$ cat src/rtl/ib_lut_page_loader_pkg.sv
// Shared types and constants for the IB-VNU LUT page loader.
// Optional checksum feature is enabled by defining IB_LUT_LOAD_CHECKSUM_EN.
package ib_lut_page_loader_pkg;

   typedef enum logic [1:0] {
      IDLE      = 2'd0,
      LOAD      = 2'd1,
      SWAP_WAIT = 2'd2
   } state_t;

   localparam int ENTRY_ADDR_DEF    = 7;
   localparam int BANK_NUM_DEF      = 2;
   localparam int LUT_PORT_SIZE_DEF = 4;
   localparam int ITER_W_DEF        = 5;

   // One RAM half holds one full LUT set; the address MSB selects the half.
   function automatic int page_num(input int entry_addr);
      return 2 ** (entry_addr - 1);
   endfunction

   localparam int PAGE_NUM = page_num(ENTRY_ADDR_DEF);

endpackage

$ cat src/rtl/ib_lut_load_checksum.sv
// XOR accumulator over the written page words, compared with the expected sum on the last write.
// Instantiated only when IB_LUT_LOAD_CHECKSUM_EN is defined.
module ib_lut_load_checksum
   import ib_lut_page_loader_pkg::*;
#(
   parameter int DW = LUT_PORT_SIZE_DEF * BANK_NUM_DEF
)(
   input  logic          clk,
   input  logic          rstn,
   input  logic          i_clear,
   input  logic [DW-1:0] i_exp,
   input  logic          i_beat,
   input  logic [DW-1:0] i_data,
   input  logic          i_last,
   output logic          o_err
);

   logic [DW-1:0] r_sum;
   logic [DW-1:0] r_exp;
   logic [DW-1:0] w_sum_next;

   assign w_sum_next = r_sum ^ i_data;

   // The error flag stays set until the next accepted load clears it.
   always_ff @(posedge clk or negedge rstn) begin
      if (!rstn) begin
         r_sum <= '0;
         r_exp <= '0;
         o_err <= 1'b0;
      end else if (i_clear) begin
         r_sum <= '0;
         r_exp <= i_exp;
         o_err <= 1'b0;
      end else if (i_beat) begin
         r_sum <= w_sum_next;
         if (i_last) begin
            o_err <= (w_sum_next != r_exp);
         end
      end
   end

endmodule

$ cat src/rtl/ib_lut_page_loader.sv
// Streams LUT pages into the shadow half of the IB-VNU function RAMs and swaps halves on an
// iteration boundary. Define IB_LUT_LOAD_CHECKSUM_EN to add exp_sum/load_err load verification.
module ib_lut_page_loader
   import ib_lut_page_loader_pkg::*;
#(
   parameter int ENTRY_ADDR    = ENTRY_ADDR_DEF,
   parameter int BANK_NUM      = BANK_NUM_DEF,
   parameter int LUT_PORT_SIZE = LUT_PORT_SIZE_DEF,
   parameter int ITER_W        = ITER_W_DEF
)(
   input  logic                              write_clk,
   input  logic                              rstn,
   input  logic                              load_start,
   input  logic [ITER_W-1:0]                 load_iter,
   input  logic                              src_valid,
   input  logic [LUT_PORT_SIZE*BANK_NUM-1:0] src_data,
   output logic                              src_ready,
   input  logic                              iter_boundary,
   output logic [ENTRY_ADDR-1:0]             page_addr_ram,
   output logic [LUT_PORT_SIZE*BANK_NUM-1:0] ram_write_data_1,
   output logic                              ib_ram_we,
   output logic                              read_addr_offset,
   output logic                              loader_busy,
   output logic                              load_done,
   output logic [ITER_W-1:0]                 active_iter
`ifdef IB_LUT_LOAD_CHECKSUM_EN
  ,input  logic [LUT_PORT_SIZE*BANK_NUM-1:0] exp_sum
  ,output logic                              load_err
`endif
);

   localparam int DW       = LUT_PORT_SIZE * BANK_NUM;
   localparam int CNT_W    = ENTRY_ADDR - 1;
   localparam int PAGES    = page_num(ENTRY_ADDR);
   localparam logic [CNT_W-1:0] LAST_PAGE = CNT_W'(PAGES - 1);

   state_t              r_state, w_state_next;
   logic [CNT_W-1:0]    r_page_cnt, w_page_cnt_next;
   logic [ITER_W-1:0]   r_iter, w_iter_next;

   logic                w_we_next;
   logic [ENTRY_ADDR-1:0] w_addr_next;
   logic [DW-1:0]       w_data_next;
   logic                w_ready_next;
   logic                w_offset_next;
   logic                w_busy_next;
   logic                w_done_next;
   logic [ITER_W-1:0]   w_active_next;

   logic w_accept_start;
   logic w_beat;
   logic w_last;
   logic w_swap_evt;
   logic w_err;

   // load_done is only high in the first IDLE cycle, so this also rejects a start on the swap pulse.
   assign w_accept_start = (r_state == IDLE) && load_start && !load_done;
   assign w_beat         = (r_state == LOAD) && src_valid && src_ready;
   assign w_last         = w_beat && (r_page_cnt == LAST_PAGE);
   // A boundary coinciding with the last write is too early: the page set is not yet in RAM.
   assign w_swap_evt     = (r_state == SWAP_WAIT) && iter_boundary && !ib_ram_we;

`ifdef IB_LUT_LOAD_CHECKSUM_EN
   ib_lut_load_checksum #(
      .DW (DW)
   ) u_checksum (
      .clk     (write_clk),
      .rstn    (rstn),
      .i_clear (w_accept_start),
      .i_exp   (exp_sum),
      .i_beat  (w_beat),
      .i_data  (src_data),
      .i_last  (w_last),
      .o_err   (load_err)
   );
   assign w_err = load_err;
`else
   assign w_err = 1'b0;
`endif

   always_ff @(posedge write_clk or negedge rstn) begin
      if (!rstn) begin
         r_state    <= IDLE;
         r_page_cnt <= '0;
         r_iter     <= '0;
      end else begin
         r_state    <= w_state_next;
         r_page_cnt <= w_page_cnt_next;
         r_iter     <= w_iter_next;
      end
   end

   always_comb begin
      w_state_next    = r_state;
      w_page_cnt_next = r_page_cnt;
      w_iter_next     = r_iter;
      w_we_next       = w_beat;
      w_addr_next     = page_addr_ram;
      w_data_next     = ram_write_data_1;
      w_ready_next    = src_ready;
      w_offset_next   = read_addr_offset;
      w_busy_next     = loader_busy;
      w_done_next     = 1'b0;
      w_active_next   = active_iter;

      if (w_beat) begin
         w_addr_next = {~read_addr_offset, r_page_cnt};
         w_data_next = src_data;
      end

      case (r_state)
         IDLE: begin
            if (w_accept_start) begin
               w_state_next    = LOAD;
               w_page_cnt_next = '0;
               w_iter_next     = load_iter;
               w_busy_next     = 1'b1;
               w_ready_next    = 1'b1;
            end
         end
         LOAD: begin
            if (w_beat) begin
               w_page_cnt_next = r_page_cnt + CNT_W'(1);
               if (w_last) begin
                  w_state_next = SWAP_WAIT;
                  w_ready_next = 1'b0;
               end
            end
         end
         SWAP_WAIT: begin
            if (w_swap_evt) begin
               w_state_next = IDLE;
               w_done_next  = 1'b1;
               w_busy_next  = 1'b0;
               if (!w_err) begin
                  w_offset_next = ~read_addr_offset;
                  w_active_next = r_iter;
               end
            end
         end
         default: begin
            w_state_next = IDLE;
            w_ready_next = 1'b0;
            w_busy_next  = 1'b0;
         end
      endcase
   end

   always_ff @(posedge write_clk or negedge rstn) begin
      if (!rstn) begin
         ib_ram_we        <= 1'b0;
         page_addr_ram    <= '0;
         ram_write_data_1 <= '0;
         src_ready        <= 1'b0;
         read_addr_offset <= 1'b0;
         loader_busy      <= 1'b0;
         load_done        <= 1'b0;
         active_iter      <= '0;
      end else begin
         ib_ram_we        <= w_we_next;
         page_addr_ram    <= w_addr_next;
         ram_write_data_1 <= w_data_next;
         src_ready        <= w_ready_next;
         read_addr_offset <= w_offset_next;
         loader_busy      <= w_busy_next;
         load_done        <= w_done_next;
         active_iter      <= w_active_next;
      end
   end

endmodule
$ cat config.mk
export PLATFORM = sky130hd
export DESIGN_NAME = ib_lut_page_loader
export DESIGN_NICKNAME = d
export VERILOG_FILES = /design/src/rtl/ib_lut_page_loader_pkg.sv /design/src/rtl/ib_lut_load_checksum.sv /design/src/rtl/ib_lut_page_loader.sv
export SDC_FILE = /design/constraint.sdc
export NUM_CORES = 1
export LEC_CHECK = 0
export CORE_UTILIZATION = 50
export CTS_CLUSTER_SIZE = 10
export DETAILED_ROUTE_END_ITERATION = 10
export GPL_ROUTABILITY_DRIVEN = 0
export HOLD_SLACK_MARGIN = 0.08
export MAX_ROUTING_LAYER = met4
export PLACE_DENSITY_LB_ADDON = 0.15
export SLEW_MARGIN = 20
export SYNTH_ARGS = -nofsm -noshare
export SYNTH_HDL_FRONTEND = slang
export SYNTH_SLANG_ARGS = --single-unit
$ cat constraint.sdc
create_clock -name write_clk -period 2.9 [get_ports write_clk]
set_clock_uncertainty 0.2 [all_clocks]
set_input_delay 0.87 -clock write_clk [delete_from_list [all_inputs] [get_ports write_clk]]
set_output_delay 0.87 -clock write_clk [all_outputs]
set_load 0.005 [all_outputs]
# Yosys cells after proc, flatten, opt, wreduce, memory -nomap -nowiden
# Index checks and enable logic that the tools add are counted.
[totals] n_memories=0 ram_bits=0 wordCells=55 out_inout_bits=25 latchBits=0 romBits=0 in_bits=18 regBits=38
[op_classes] n_div=0 n_eq_ne=7 mux=16 n_mul=0 bitwise=3 shifts=0 addsub=1 magnitude_cmp=0 n_reduce_logical=17
[op_table] operator="6-bit 2-to-1 mux" count=2
[op_table] operator="6-bit case mux with 2 select lines" count=1
[op_table] operator="2-bit 2-to-1 mux" count=4
[op_table] operator="2-bit inequality test, second input constant" count=4
[op_table] operator="4-bit AND reduction" count=2
[op_table] operator="1-bit logical AND" count=7
[op_table] operator="6-bit by 1-bit adder with 6-bit output, second input constant" count=1
[op_table] operator="6-bit == test, second input constant" count=1
[op_table] operator="1-bit 2-to-1 mux" count=6
[op_table] operator="1-bit case mux with 3 select lines" count=2
[op_table] operator="2-bit case mux with 3 select lines" count=1
[op_table] operator="3-bit AND reduction" count=2
[op_table] operator="2-bit AND reduction" count=2
[op_table] operator="1-bit inverter" count=3
[op_table] operator="2-bit by 1-bit == test with 1-bit output, second input constant" count=1
[op_table] operator="2-bit == test, second input constant" count=1
[op_table] operator="1-bit logical NOT" count=2
[op_table] operator="2-bit logical NOT" count=1
[op_table] operator="2-bit nonzero test" count=1

# Depth between registers and ports, before layout
[logic_depth] depth_word=7 mapped_depth=6 depth_no_buf=4

# Worst setup path after synthesis
# OpenSTA, ideal clock, no wires.
[synth_timing] path_kind="input port to flip-flop" startpoint="input iter_boundary" endpoint="register active_iter[0]" path_stages=3 setup_ns=0.125 n_path_buf=0 arrival_time_ns=1.679 setup_slack_ns=0.897 path_cell_list="nand2b_4 > nor3b_2 > mux2_2"
[synth_via] elab_chain_len=3
[synth_rtl] element="start: declaration" line_no="ib_lut_page_loader.sv:18" text="input logic iter_boundary,"
[synth_rtl] element="1-bit logical AND (2 in series)" line_no="ib_lut_page_loader.sv:61" text="assign w_swap_evt = (r_state == SWAP_WAIT) && iter_boundary && !ib_ram_we;"
[synth_rtl] element="2-bit AND reduction (no line)"
[synth_rtl] element="end signal: assignment" line_no="ib_lut_page_loader.sv:167" text="active_iter <= w_active_next;"
[synth_rtl] element="end: declaration" line_no="ib_lut_page_loader.sv:25" text="output logic [ITER_W-1:0] active_iter"
# Every way passes these cells.
# A chain may end at the register's enable or synchronous reset.

# Worst setup path after layout
[layout_timing] startpoint="register load_done" endpoint="output load_done"
[layout_lines] element="start: declaration" line_no="ib_lut_page_loader.sv:24" text="output logic load_done,"
[layout_lines] element="start signal: assignment" line_no="ib_lut_page_loader.sv:166" text="load_done <= w_done_next;"
# No word-level cell between the ends.

==> impl_metrics.csv <==
group,metric,value,unit
grt,grt_util_met2,31.5,%
route,drtPass1Iterations,2,
grt,grt_pass1_vias,1104,
sta,slew-limit-headroom,45.5,%
sta,rsz0062_at_grt,"no",
route,ant_nets,0,
clock_network,cts_setup_buffers,0,
pwr,power.total,0.00142,W
worst_setup_path,arrival,1.31,ns
worst_setup_path,cp_slowest_cell,"clkdlybuf4s50_1",
worst_setup_path,crit_type,"flop to output pin",
grt,grt-ovfl-total,0,
pwr,peakVddDrop,409,uV
route,wire_per_inst,13.7,um
grt,groute.layer.met1.usage,23.9,%
run,drv_cap,0,
grt,grt_max_degree,39,
floorplan,core-area,2880,um^2
cells_and_area,num-nets-final,179,
clock_network,numCtsBuffers,5,
clock_network,ctsResizeCount,0,
grt,grt_use_met3,4.69,%
yosys,syn_nets,131,
yosys,yosysTopAreaCell,"dfrtp_1",
route,dr.first_iter.drc_count,37,
clock_network,cts_max_level,2,
worst_setup_path,max_stage_delay,0.54,ns
sta,setup_violations,0,
sta,clock.fmax,420,MHz
yosys,synth.most_common_cell,"dfrtp_1",
route,drc,0,
worst_setup_path,path_cells,"clkdlybuf4s50_1",
worst_hold_path,hold_class,"flop to flop",
yosys,syn_avg_cell_area,14.0,um^2
grt,grt_util_all_layers,19.8,%
placement,place_inst,195,
clock_network,holdBufCountCts,0,
worst_setup_path,cp_num_buf_inv,1,
clock_network,cts_tree,"done",
yosys,synth_warnings,0,
yosys,async_reset_ff_share,100,%
floorplan,dieArea,3370,um^2
yosys,synth_edf_count,0,
cells_and_area,final_cells,203,
clock_network,cts.clk_slew.worst_paths,0.10,ns
placement,hpwl,2040,um
pwr,leakage,0.908,nW
floorplan,fp.dieH,58.1,um
grt,grt_pass1_wl,4750,um
yosys,synth_cells,112,
worst_setup_path,crit_start,"load_done",
worst_setup_path,crit_family,"buffers and inverters",
yosys,synth-seq-cells,38,
cells_and_area,drive_gt1_share,24.8,%
yosys,yosysTopAreaCellShare,60.5,%
pwr,power_density,678,nW/um^2
cells_and_area,fill_cells,215,
worst_setup_path,reg2reg_from,"r_state[1]",
cells_and_area,area_delta_synth_final,33.7,%
route,wirelength,2780,um
cells_and_area,final_util,73.1,%
yosys,synth_cell_types,26,
clock_network,cts_max_path_buffers,2,
clock_network,cts.sinks,38,
route,via_count,1040,
yosys,synth_flop_cell,"dfrtp_1",
yosys,netlist_area,1570,um^2
sta,tightestPinTransition,0.817,ns
floorplan,rows,19,
floorplan,die_w,58.1,um
sta,fin_crit_sh,82.2,%
status,status,"finished, final reports clean",
worst_setup_path,worst-path-max-fanout,4,
grt,top_usage_layer,"met2",
placement,port_buffers,42,
sta,hold_viol,0,
yosys,synth_common_cells,"dfrtp_1, mux2_2, a21oi_1",
worst_setup_path,critical_path_required,1.83,ns
clock_network,clock_latency,0.32,ns
sta,slew_violations,0,
yosys,synthTopCellsByArea,"dfrtp_1, mux2_2, a21oi_1, buf_6, o21ai_0",
route,avgViaCountPerCell,5.12,
cells_and_area,n_antenna_cell,0,
floorplan,io_pins,43,
floorplan,start_util,54.7,%
worst_setup_path,crit_path_end_kind,"output pin",
sta,fin_setup_tns,0,ns
grt,antenna_found_initial,0,
worst_hold_path,worstHoldStart,"read_addr_offset",
clock_network,cts-root-buf,"clkbuf_4",
sta,min_period,2.38,ns
worst_setup_path,cp-start-kind,"flop",
yosys,ys_seq_area_share,60.5,%
## final timing paths
check / end / slack [ns] / cells after the start
worst min-delay path: read_addr_offset / 0.29 / 1
max in group asynchronous: r_page_cnt[2] / 1.56 / 1
worst max-delay path: load_done / 0.52 / 1
min in group asynchronous: r_state[1] / 0.43 / 1
worst min register to register: read_addr_offset / 0.29 / 1
worst max register to register: r_state[0] / 1.04 / 4
## area by class of cell
cell class / count / area [um^2] / area share, %
clock inverters: 1 / 30.0 / 1.43
flip-flops and latches: 38 / 951 / 45.2
multi-input cells: 64 / 559 / 26.6
repair buffers: 46 / 445 / 21.2
clock buffers: 7 / 45.0 / 2.14
well taps: 42 / 52.6 / 2.50
inverters: 5 / 18.8 / 0.893
## where the power goes
group / switching (W) / internal (W)
registers: 0.0000809 / 0.000639
logic: 0.000129 / 0.000239
clock network: 0.000154 / 0.000183
## stage by stage
stage / area (um^2) / hold slack, ns / setup WS [ns]
4_1_cts: 2100 / 0.296 / 0.501
6_report: 2100 / 0.288 / 0.517
3_5_place_dp: 2030 / 0.279 / 0.258
5_1_grt: 2100 / 0.335 / 0.456
3_3_place_gp: 2030 / 0.275 / 0.332
2_1_floorplan: 1570 / 0.273 / 0.897
## state kept, by name, indices dropped and copies added (netlist names)
name              flops
active_iter           5
ib_ram_we             1
load_done             1
loader_busy           1
page_addr_ram         7
r_iter                5
r_page_cnt            6
r_state               2
ram_write_data_1      8
read_addr_offset      1
src_ready             1
## per-layer routing
| metal | routed length, um | share of wire (%) |
|---|---|---|
| met4 | 38 | 1.4 |
| met1 | 1180 | 43 |
| met5 | 0 | 0 |
| met2 | 1440 | 52 |
| met3 | 116 | 4.2 |
## cells in the final DEF (no fill, tap or decap), drive strengths merged, types with 2 or more instances in the layout
cell type / count
nand2b: 2
o22ai: 2
nand3: 3
nand2: 3
clkdlybuf4s50: 41
nor3: 2
clkbuf: 7
mux2: 24
dfrtp: 38
o21ai: 6
a21oi: 7
inv: 5
or3: 3
nor3b: 2
buf: 5
## logic make-up after synthesis
logic type | after synthesis | synth area share (%)
fa+ha+maj | 1 | 0.795
mux | 25 | 17.8
compound gates | 17 | 5.97
xor+xnor | 1 | 0.557
flops | 38 | 60.5
buf+inv | 10 | 3.98
simple gates | 20 | 10.4
Power figures use the tool's default switching activity.
